File: src/rtl/fnd_scan_driver_if.sv
// Display-side bundle for fnd_scan_driver: scan clock and value in, digit strobes out.
interface fnd_scan_driver_if;
    logic        i_scan_clk;
    logic [13:0] i_value;
    logic [3:0]  o_fnd_com;
    logic [7:0]  o_fnd_font;
    logic        o_frame_done;

    modport master (output i_scan_clk, i_value, input o_fnd_com, o_fnd_font, o_frame_done);
    modport slave  (input i_scan_clk, i_value, output o_fnd_com, o_fnd_font, o_frame_done);
endinterface

File: src/rtl/fnd_scan_driver.sv
// 4-digit common-anode FND scanner with per-frame sequential double-dabble conversion.
// Optional macro FND_LZ_BLANK_EN blanks leading-zero digits (ones digit always shown).
//
// state     | meaning
// ST_IDLE   | waiting for a wrap tick to capture a new value
// ST_SHIFT  | 14 add-3/shift iterations, one per cycle
// ST_COMMIT | copy BCD digits to display registers, pulse frame_done
module fnd_scan_driver #(
    parameter int SYNC_STAGES = 2,
    parameter int MAX_VALUE   = 9999
) (
    input  logic              i_clk,
    input  logic              i_reset_n,
    fnd_scan_driver_if.slave  bus
);
    typedef enum logic [1:0] {ST_IDLE, ST_SHIFT, ST_COMMIT} state_t;

    localparam logic [13:0] MAX_V = 14'(MAX_VALUE);

    logic [SYNC_STAGES-1:0] sync_q, sync_d;
    logic                   scan_prev_q, scan_prev_d;
    logic [1:0]             idx_q, idx_d;
    logic                   started_q, started_d;
    state_t                 state_q, state_d;
    logic [3:0]             iter_q, iter_d;
    logic [29:0]            shreg_q, shreg_d;
    logic [15:0]            bcd_q, bcd_d;
    logic [3:0]             com_q, com_d;
    logic [7:0]             font_q, font_d;
    logic                   done_q, done_d;

    logic        tick, wrap, blank;
    logic [29:0] dd_adj;
    logic [3:0]  digit;

    function automatic logic [7:0] seg_font(input logic [3:0] d);
        case (d)
            4'd0:    seg_font = 8'hC0;
            4'd1:    seg_font = 8'hF9;
            4'd2:    seg_font = 8'hA4;
            4'd3:    seg_font = 8'hB0;
            4'd4:    seg_font = 8'h99;
            4'd5:    seg_font = 8'h92;
            4'd6:    seg_font = 8'h82;
            4'd7:    seg_font = 8'hF8;
            4'd8:    seg_font = 8'h80;
            4'd9:    seg_font = 8'h90;
            default: seg_font = 8'hFF;
        endcase
    endfunction

    assign tick = sync_q[SYNC_STAGES-1] & ~scan_prev_q;
    assign wrap = tick & (idx_q == 2'd3);

    always_ff @(posedge i_clk) begin
        if (!i_reset_n) begin
            sync_q      <= '0;
            scan_prev_q <= 1'b0;
            idx_q       <= 2'd3;
            started_q   <= 1'b0;
            state_q     <= ST_IDLE;
            iter_q      <= 4'd0;
            shreg_q     <= '0;
            bcd_q       <= '0;
            com_q       <= 4'b1111;
            font_q      <= 8'hFF;
            done_q      <= 1'b0;
        end else begin
            sync_q      <= sync_d;
            scan_prev_q <= scan_prev_d;
            idx_q       <= idx_d;
            started_q   <= started_d;
            state_q     <= state_d;
            iter_q      <= iter_d;
            shreg_q     <= shreg_d;
            bcd_q       <= bcd_d;
            com_q       <= com_d;
            font_q      <= font_d;
            done_q      <= done_d;
        end
    end

    always_comb begin
        sync_d      = {sync_q[SYNC_STAGES-2:0], bus.i_scan_clk};
        scan_prev_d = sync_q[SYNC_STAGES-1];
        idx_d       = tick ? idx_q + 2'd1 : idx_q;
        started_d   = started_q | tick;
    end

    always_comb begin
        state_d = state_q;
        iter_d  = iter_q;
        shreg_d = shreg_q;
        bcd_d   = bcd_q;
        done_d  = 1'b0;
        dd_adj  = shreg_q;
        case (state_q)
            ST_IDLE: begin
                if (wrap) begin
                    shreg_d = {16'd0, (bus.i_value > MAX_V) ? MAX_V : bus.i_value};
                    iter_d  = 4'd13;
                    state_d = ST_SHIFT;
                end
            end
            ST_SHIFT: begin
                for (int n = 0; n < 4; n++) begin
                    if (dd_adj[14+4*n +: 4] >= 4'd5)
                        dd_adj[14+4*n +: 4] = dd_adj[14+4*n +: 4] + 4'd3;
                end
                shreg_d = {dd_adj[28:0], 1'b0};
                if (iter_q == 4'd0) state_d = ST_COMMIT;
                else                iter_d  = iter_q - 4'd1;
            end
            ST_COMMIT: begin
                bcd_d   = shreg_q[29:14];
                done_d  = 1'b1;
                state_d = ST_IDLE;
            end
            default: state_d = ST_IDLE;
        endcase
    end

    always_comb begin
        case (idx_q)
            2'd0:    digit = bcd_q[3:0];
            2'd1:    digit = bcd_q[7:4];
            2'd2:    digit = bcd_q[11:8];
            default: digit = bcd_q[15:12];
        endcase
`ifdef FND_LZ_BLANK_EN
        case (idx_q)
            2'd3:    blank = (bcd_q[15:12] == 4'd0);
            2'd2:    blank = (bcd_q[15:8]  == 8'd0);
            2'd1:    blank = (bcd_q[15:4]  == 12'd0);
            default: blank = 1'b0;
        endcase
`else
        blank = 1'b0;
`endif
        com_d  = started_q ? ~(4'b0001 << idx_q) : 4'b1111;
        font_d = (started_q && !blank) ? seg_font(digit) : 8'hFF;
    end

    assign bus.o_fnd_com    = com_q;
    assign bus.o_fnd_font   = font_q;
    assign bus.o_frame_done = done_q;
endmodule
File: src/flat_wrapper.sv
// flat-port wrapper written by rule: the top's interface ports become plain ports
module fnd_scan_driver_flat 
#(
    parameter int SYNC_STAGES = 2,
    parameter int MAX_VALUE   = 9999
)
  (i_clk, i_reset_n, bus_i_scan_clk, bus_i_value, bus_o_fnd_com, bus_o_fnd_font, bus_o_frame_done);
  fnd_scan_driver_if bus_i ();
  input  logic i_clk;
  input  logic i_reset_n;
  input wire logic [$bits(bus_i.i_scan_clk)-1:0] bus_i_scan_clk;
  input wire logic [$bits(bus_i.i_value)-1:0] bus_i_value;
  output wire logic [$bits(bus_i.o_fnd_com)-1:0] bus_o_fnd_com;
  output wire logic [$bits(bus_i.o_fnd_font)-1:0] bus_o_fnd_font;
  output wire logic [$bits(bus_i.o_frame_done)-1:0] bus_o_frame_done;
  assign bus_i.i_scan_clk = bus_i_scan_clk;
  assign bus_i.i_value = bus_i_value;
  assign bus_o_fnd_com = bus_i.o_fnd_com;
  assign bus_o_fnd_font = bus_i.o_fnd_font;
  assign bus_o_frame_done = bus_i.o_frame_done;
  fnd_scan_driver #(.SYNC_STAGES(SYNC_STAGES), .MAX_VALUE(MAX_VALUE)) u_core (.i_clk(i_clk), .i_reset_n(i_reset_n), .bus(bus_i));
endmodule
File: config.mk
export PLATFORM = sky130hd
export DESIGN_NAME = fnd_scan_driver_flat
export DESIGN_NICKNAME = d
export VERILOG_FILES = /design/src/rtl/fnd_scan_driver_if.sv /design/src/rtl/fnd_scan_driver.sv /design/src/flat_wrapper.sv
export SDC_FILE = /design/constraint.sdc
export NUM_CORES = 1
export LEC_CHECK = 0
export ABC_AREA = 1
export BUFFER_PORTS_ARGS = -buffer_cell sky130_fd_sc_hd__buf_4
export CAP_MARGIN = 20
export CORE_UTILIZATION = 59
export DETAILED_ROUTE_END_ITERATION = 16
export PLACE_DENSITY = 0.86
export SLEW_MARGIN = 25
export SYNTH_ARGS = -nofsm -noshare
export SYNTH_HDL_FRONTEND = slang
export SYNTH_SLANG_ARGS = --single-unit
File: constraint.sdc
create_clock -name i_clk -period 2.1 [get_ports i_clk]
set_clock_uncertainty 0.2 [all_clocks]
set_input_delay 0.42 -clock i_clk [delete_from_list [all_inputs] [get_ports i_clk]]
set_output_delay 0.42 -clock i_clk [all_outputs]
set_load 0.02 [all_outputs]
[Word-level counts from Yosys, hierarchy flattened]
Memory sizes are Yosys's and may differ from the RTL's. A register that Yosys moved wholly into a read port is not among the register bits.
Index checks and enable logic that the tools add are counted.
W data, S select, Z words.
Cells by class
  bitwise gates (word level): 5
  muxes and demuxes: 15
  reductions and logical operators: 9
  order comparisons: 5
  $add $sub $neg: 6
  multipliers: 0
  shifts and indexed selects: 1
  equality and inequality tests: 8
  divide/modulo/power cells: 0
Operator list (count)
  $pmux W30 S2: 1
  $mux W30: 1
  $mux W4: 5
  $ge A4 B3 Y1 const B: 4
  $gt A14 B14 Y1 const B: 1
  $mux W14: 1
  $add A4 B2 Y4 const B: 3
  $pmux W4 S3: 1
  $pmux W4 S2: 1
  $eq A2 B2 Y1 const B: 3
  $reduce_and A2 Y1: 3
  $eq A2 B1 Y1 const B: 2
  $logic_not A2 Y1: 2
  $logic_not A4 Y1: 1
  $mux W2: 2
  $ne A2 B1 Y1 const B: 2
  $not A4 Y4: 1
  $pmux W2 S2: 1
  $shl A1 B2 Y4 const A: 1
  $sub A4 B1 Y4 const B: 1
  $add A3 B2 Y3 const B: 1
  $mux W3: 1
  $reduce_and A3 Y1: 1
  $add A2 B1 Y2 const B: 1
  other kinds (7): 8
Storage, ports and cells
  register bits after elaboration: 71
  memories: 1
  output and inout port bits: 13
  latch bits: 0
  word-level logic and storage cells: 61
  memory bits (writable): 0
  bits in read-only memories: 112
Memories
  (no name shown): depth 16, bits a word 7, read ports 1, clocked after Yosys merged registers in 1, write ports 0, line fnd_scan_driver.sv:37  | case (d)

[Logic depth before layout (Yosys ltp)]
  depth after elaboration: 5
  mapped depth: 14
  mapped depth without buffers: 14

[Least setup slack after synthesis]
Ideal clock, no wire load.
  path type: register to register
  start point: register u_core.idx_q[0]
  end point: register u_core.font_q[3], in the netlist u_core.bus.o_fnd_font[3]
  clock period less this slack: 1.856 ns
  stages on the path, launching flop included: 11
  arrival time: 1.538 ns
  library setup time: 0.118 ns
  buffers on the path: 0
  setup slack: 0.244 ns
  cell sequence: dfxtp_1 > ha_1 > inv_1 > or2_2 > nand2_2 > inv_1 > ha_1 > nand2_1 > nand2_1 > nand2_1 > nand2_1
Between the ends
  cells in the longest elaborated chain, start to end: 2
RTL lines
  start, declared: line fnd_scan_driver.sv:22  | logic [1:0] idx_q, idx_d;
  start signal, assigned: line fnd_scan_driver.sv:71  | idx_q <= idx_d;
  $eq A2 B2 Y1, or another cell as far along: line fnd_scan_driver.sv:124  | case (idx_q)
  $pmux W4 S3 (*): line fnd_scan_driver.sv:124
  end, declared: line fnd_scan_driver.sv:29  | logic [7:0] font_q, font_d;
Every way passes the cells marked *; elsewhere a longest branch is shown, timed or not.
A chain may end at the register's enable or synchronous reset.

[Worst setup path after layout]
  start point: register u_core.idx_q[0]
  end point: register u_core.font_q[6], in the netlist u_core.bus.o_fnd_font[6]
Same word-level chain as after synthesis.

==> metrics <==
Setup Viol. Count Final=0; Yosys Warn Count=0; HP Class=primary input to register; drt pass-1 iters=5; CP peak stage delay=approximately 370 ps; Crit Path Category=register to register; gr usage total=approximately a quarter; Yosys cell types=31; DRC viols=0; Seq/Total Area, Yosys=41.67%; syn nets=slightly below 500; total die area=approximately 6000 sq um; antenna fix cells=0; DPL Wire Length=4810 microns; Longest Clk Path Bufs=2; Hold Slack=50.30 ps; fraction of registers with async set/reset=0%; Clk pin slew, worst setup/hold paths=70 ps; global-route wire length before repair=around 12,000 microns; WP buf/inv=2; Max-cap violations=0; initial detailed-routing violation count=160; crit-path cells=inv_2 > ha_2 > nand2_1 > nand2_1 > nor2_1 > nor2_1 > ha_1 > inv_1 > nand2_1 > nand3_1 > nand2_1; dpl ws=64.05 ps; CP arrival=between 2000 and 2500 ps; TNS Setup=0 ps; Detailed Route WL=6970 microns; post-synthesis cell area=3363 sq um; Synth Register Bits=70; Core Region=5507 sq um; Synth top cells by count=nand2_1 (131), dfxtp_1 (70), inv_1 (53); total grt overflow=0; hold buffer count at CTS=0; io pins=30; most frequent cell after synthesis=nand2_1; Placer Congestion=0.8404; DRT antenna net count=0; Worst path slowest cell=dfxtp_4; element type at the critical path end=register; root buf cell=clkbuf_8; Avg Inst Size Synth=7.327 sq um; WL per Instance=12.31 microns; critical path required time=2190 ps; most frequent CP cell=nand2_1; via count=2,941; Leak=1.740 nW; Syn Inst Count=459; Tmin final=1928 ps; leading area contributor after synthesis=dfxtp_1; Util after Layout=71.42%; top cell type's share of synthesized area=41.67%; chip height=77.50 microns; power per cell area=782.0 nW/um^2; RSZ-0062 raised after global routing=false; largest net degree at the start of global routing=33; final max-slew violation count=0; worst vdd ir=0.5193 mV; clk sink count=70; Worst Setup Slack, final=171.6 ps; Skew-Pair Late Insertion Delay=350 ps; row count=27; critical path peak fanout=5; status=complete, no violations; Vias/cell=5.196; Final #Nets=525; layout cells sized above 1=around 17%; antenna violations before repair=0; most common flop cell mapped by yosys=dfxtp_1; Crit path max-delay family=simple AND/OR/NAND/NOR gates; I/O Buffers=28; Final Hold Viols=0; area grow syn2layout=16.93%; number of global-route vias before repair=2,797; number of flops mapped to enable cells by yosys=0; die width=between 70 and 80 microns; CTS H-tree depth=3; CP startpoint kind=register; Starting Density=61.08%; Highest Clock Rate=518.6 MHz; Num CTS Buffers=9; CTS tree=done; Synth area leaders=dfxtp_1 (42%), nand2_1 (15%), ha_1 (6.7%), inv_1 (5.9%), o21ai_0 (5.7%); final period utilization=roughly nine tenths
==> cells in the final DEF, fill, tap and decap left out, types with 3 or more instances in the layout <==
master,instances
o22ai_2,5
clkbuf_8,12
o21ai_0,38
o211ai_1,6
ha_1,13
buf_4,32
inv_2,8
inv_1,50
nand2_1,131
nor2_1,40
o21ai_1,5
nand2_2,4
a21oi_1,28
dfxtp_1,68
nand3_1,20
ha_2,3
bufinv_16,3
xor2_1,5
==> flip-flops by register name, indices dropped and copies added, names as in the netlist <==
signal / cells
u_core.bus.o_fnd_com: 4
u_core.started_q: 1
u_core.scan_prev_q: 1
u_core.idx_q: 2
u_core.sync_q: 2
u_core.bus.o_frame_done: 1
u_core.bus.o_fnd_font: 7
u_core.bcd_q: 16
u_core.state_q: 2
u_core.shreg_q: 30
u_core.iter_q: 4
==> layer usage <==
layer | part of all wire (%) | vias up | track usage (%)
met5 | 0 | - | 0
met4 | 1.9 | 0 | 8.113
met3 | 3.6 | 16 | 7.882
li1 | - | 1512 | -
met2 | 53 | 55 | 46.11
met1 | 41 | 1358 | 24.89
==> cell type report <==
cell class | instances | area, sq um
clock buffers | 12 | 165.2
clock inverters | 3 | 90.09
fillers | 445 | 1574
inverters | 58 | 217.7
multi-input cells | 319 | 1720
flip-flops and latches | 70 | 1409
well taps | 72 | 90.09
repair buffers | 32 | 240.2
==> stage by stage <==
stage                     instances  power, W  cell area, sq um
after global placement          551  0.001707              3628
after floorplan                 459  0.001638              3363
after global routing            566  0.003189              3933
after detailed placement        551  0.001721              3628
final                           566  0.003075              3933
after CTS                       566  0.003074              3884
==> what timing repair did <==
| action | CTS | global route |
|---|---|---|
| buffers inserted | 0 | 0 |
| gates resized for setup | 0 | 16 |
| endpoints found under the setup margin | 0 | 6 |
==> final timing paths <==
path | startpoint | to | slack (ps) | depth (start not counted)
worst max-delay path | u_core.idx_q[0] | u_core.bus.o_fnd_font[6] | 170 | 11
worst max register to register | u_core.idx_q[0] | u_core.bus.o_fnd_font[6] | 170 | 11
worst min-delay path | bus_i_scan_clk | u_core.sync_q[0] | 50 | 3
worst min register to register | u_core.sync_q[0] | u_core.sync_q[1] | 220 | 2
==> worst min-delay path, delay by kind of cell <==
kind | cells | cell delay, ps
buffers and inverters | 2 | 110
and+or+nand+nor | 1 | 40
==> cells by family (layout without fill, tap and decap cells) <==
family	after synthesis	in the layout	synth area share [%]
AND/OR/NAND/NOR	208	208	26.41
AO/OA/AOI/OAI	87	87	15.40
flip-flops	70	70	41.67
buffers and inverters	70	105	8.408
adder cells (fa/ha/maj)	18	18	6.697
XOR/XNOR	5	5	1.302
other	1	1	0.1115
==> report_power, final <==
part	internal, W	total [W]	switching [W]
Clock	0.000880	0.00137	0.000486
Combinational	0.000118	0.000322	0.000203
Sequential	0.00137	0.00139	0.0000219
Total	0.00236	0.00308	0.000711
Note: power is estimated with default switching activity, not from simulation.
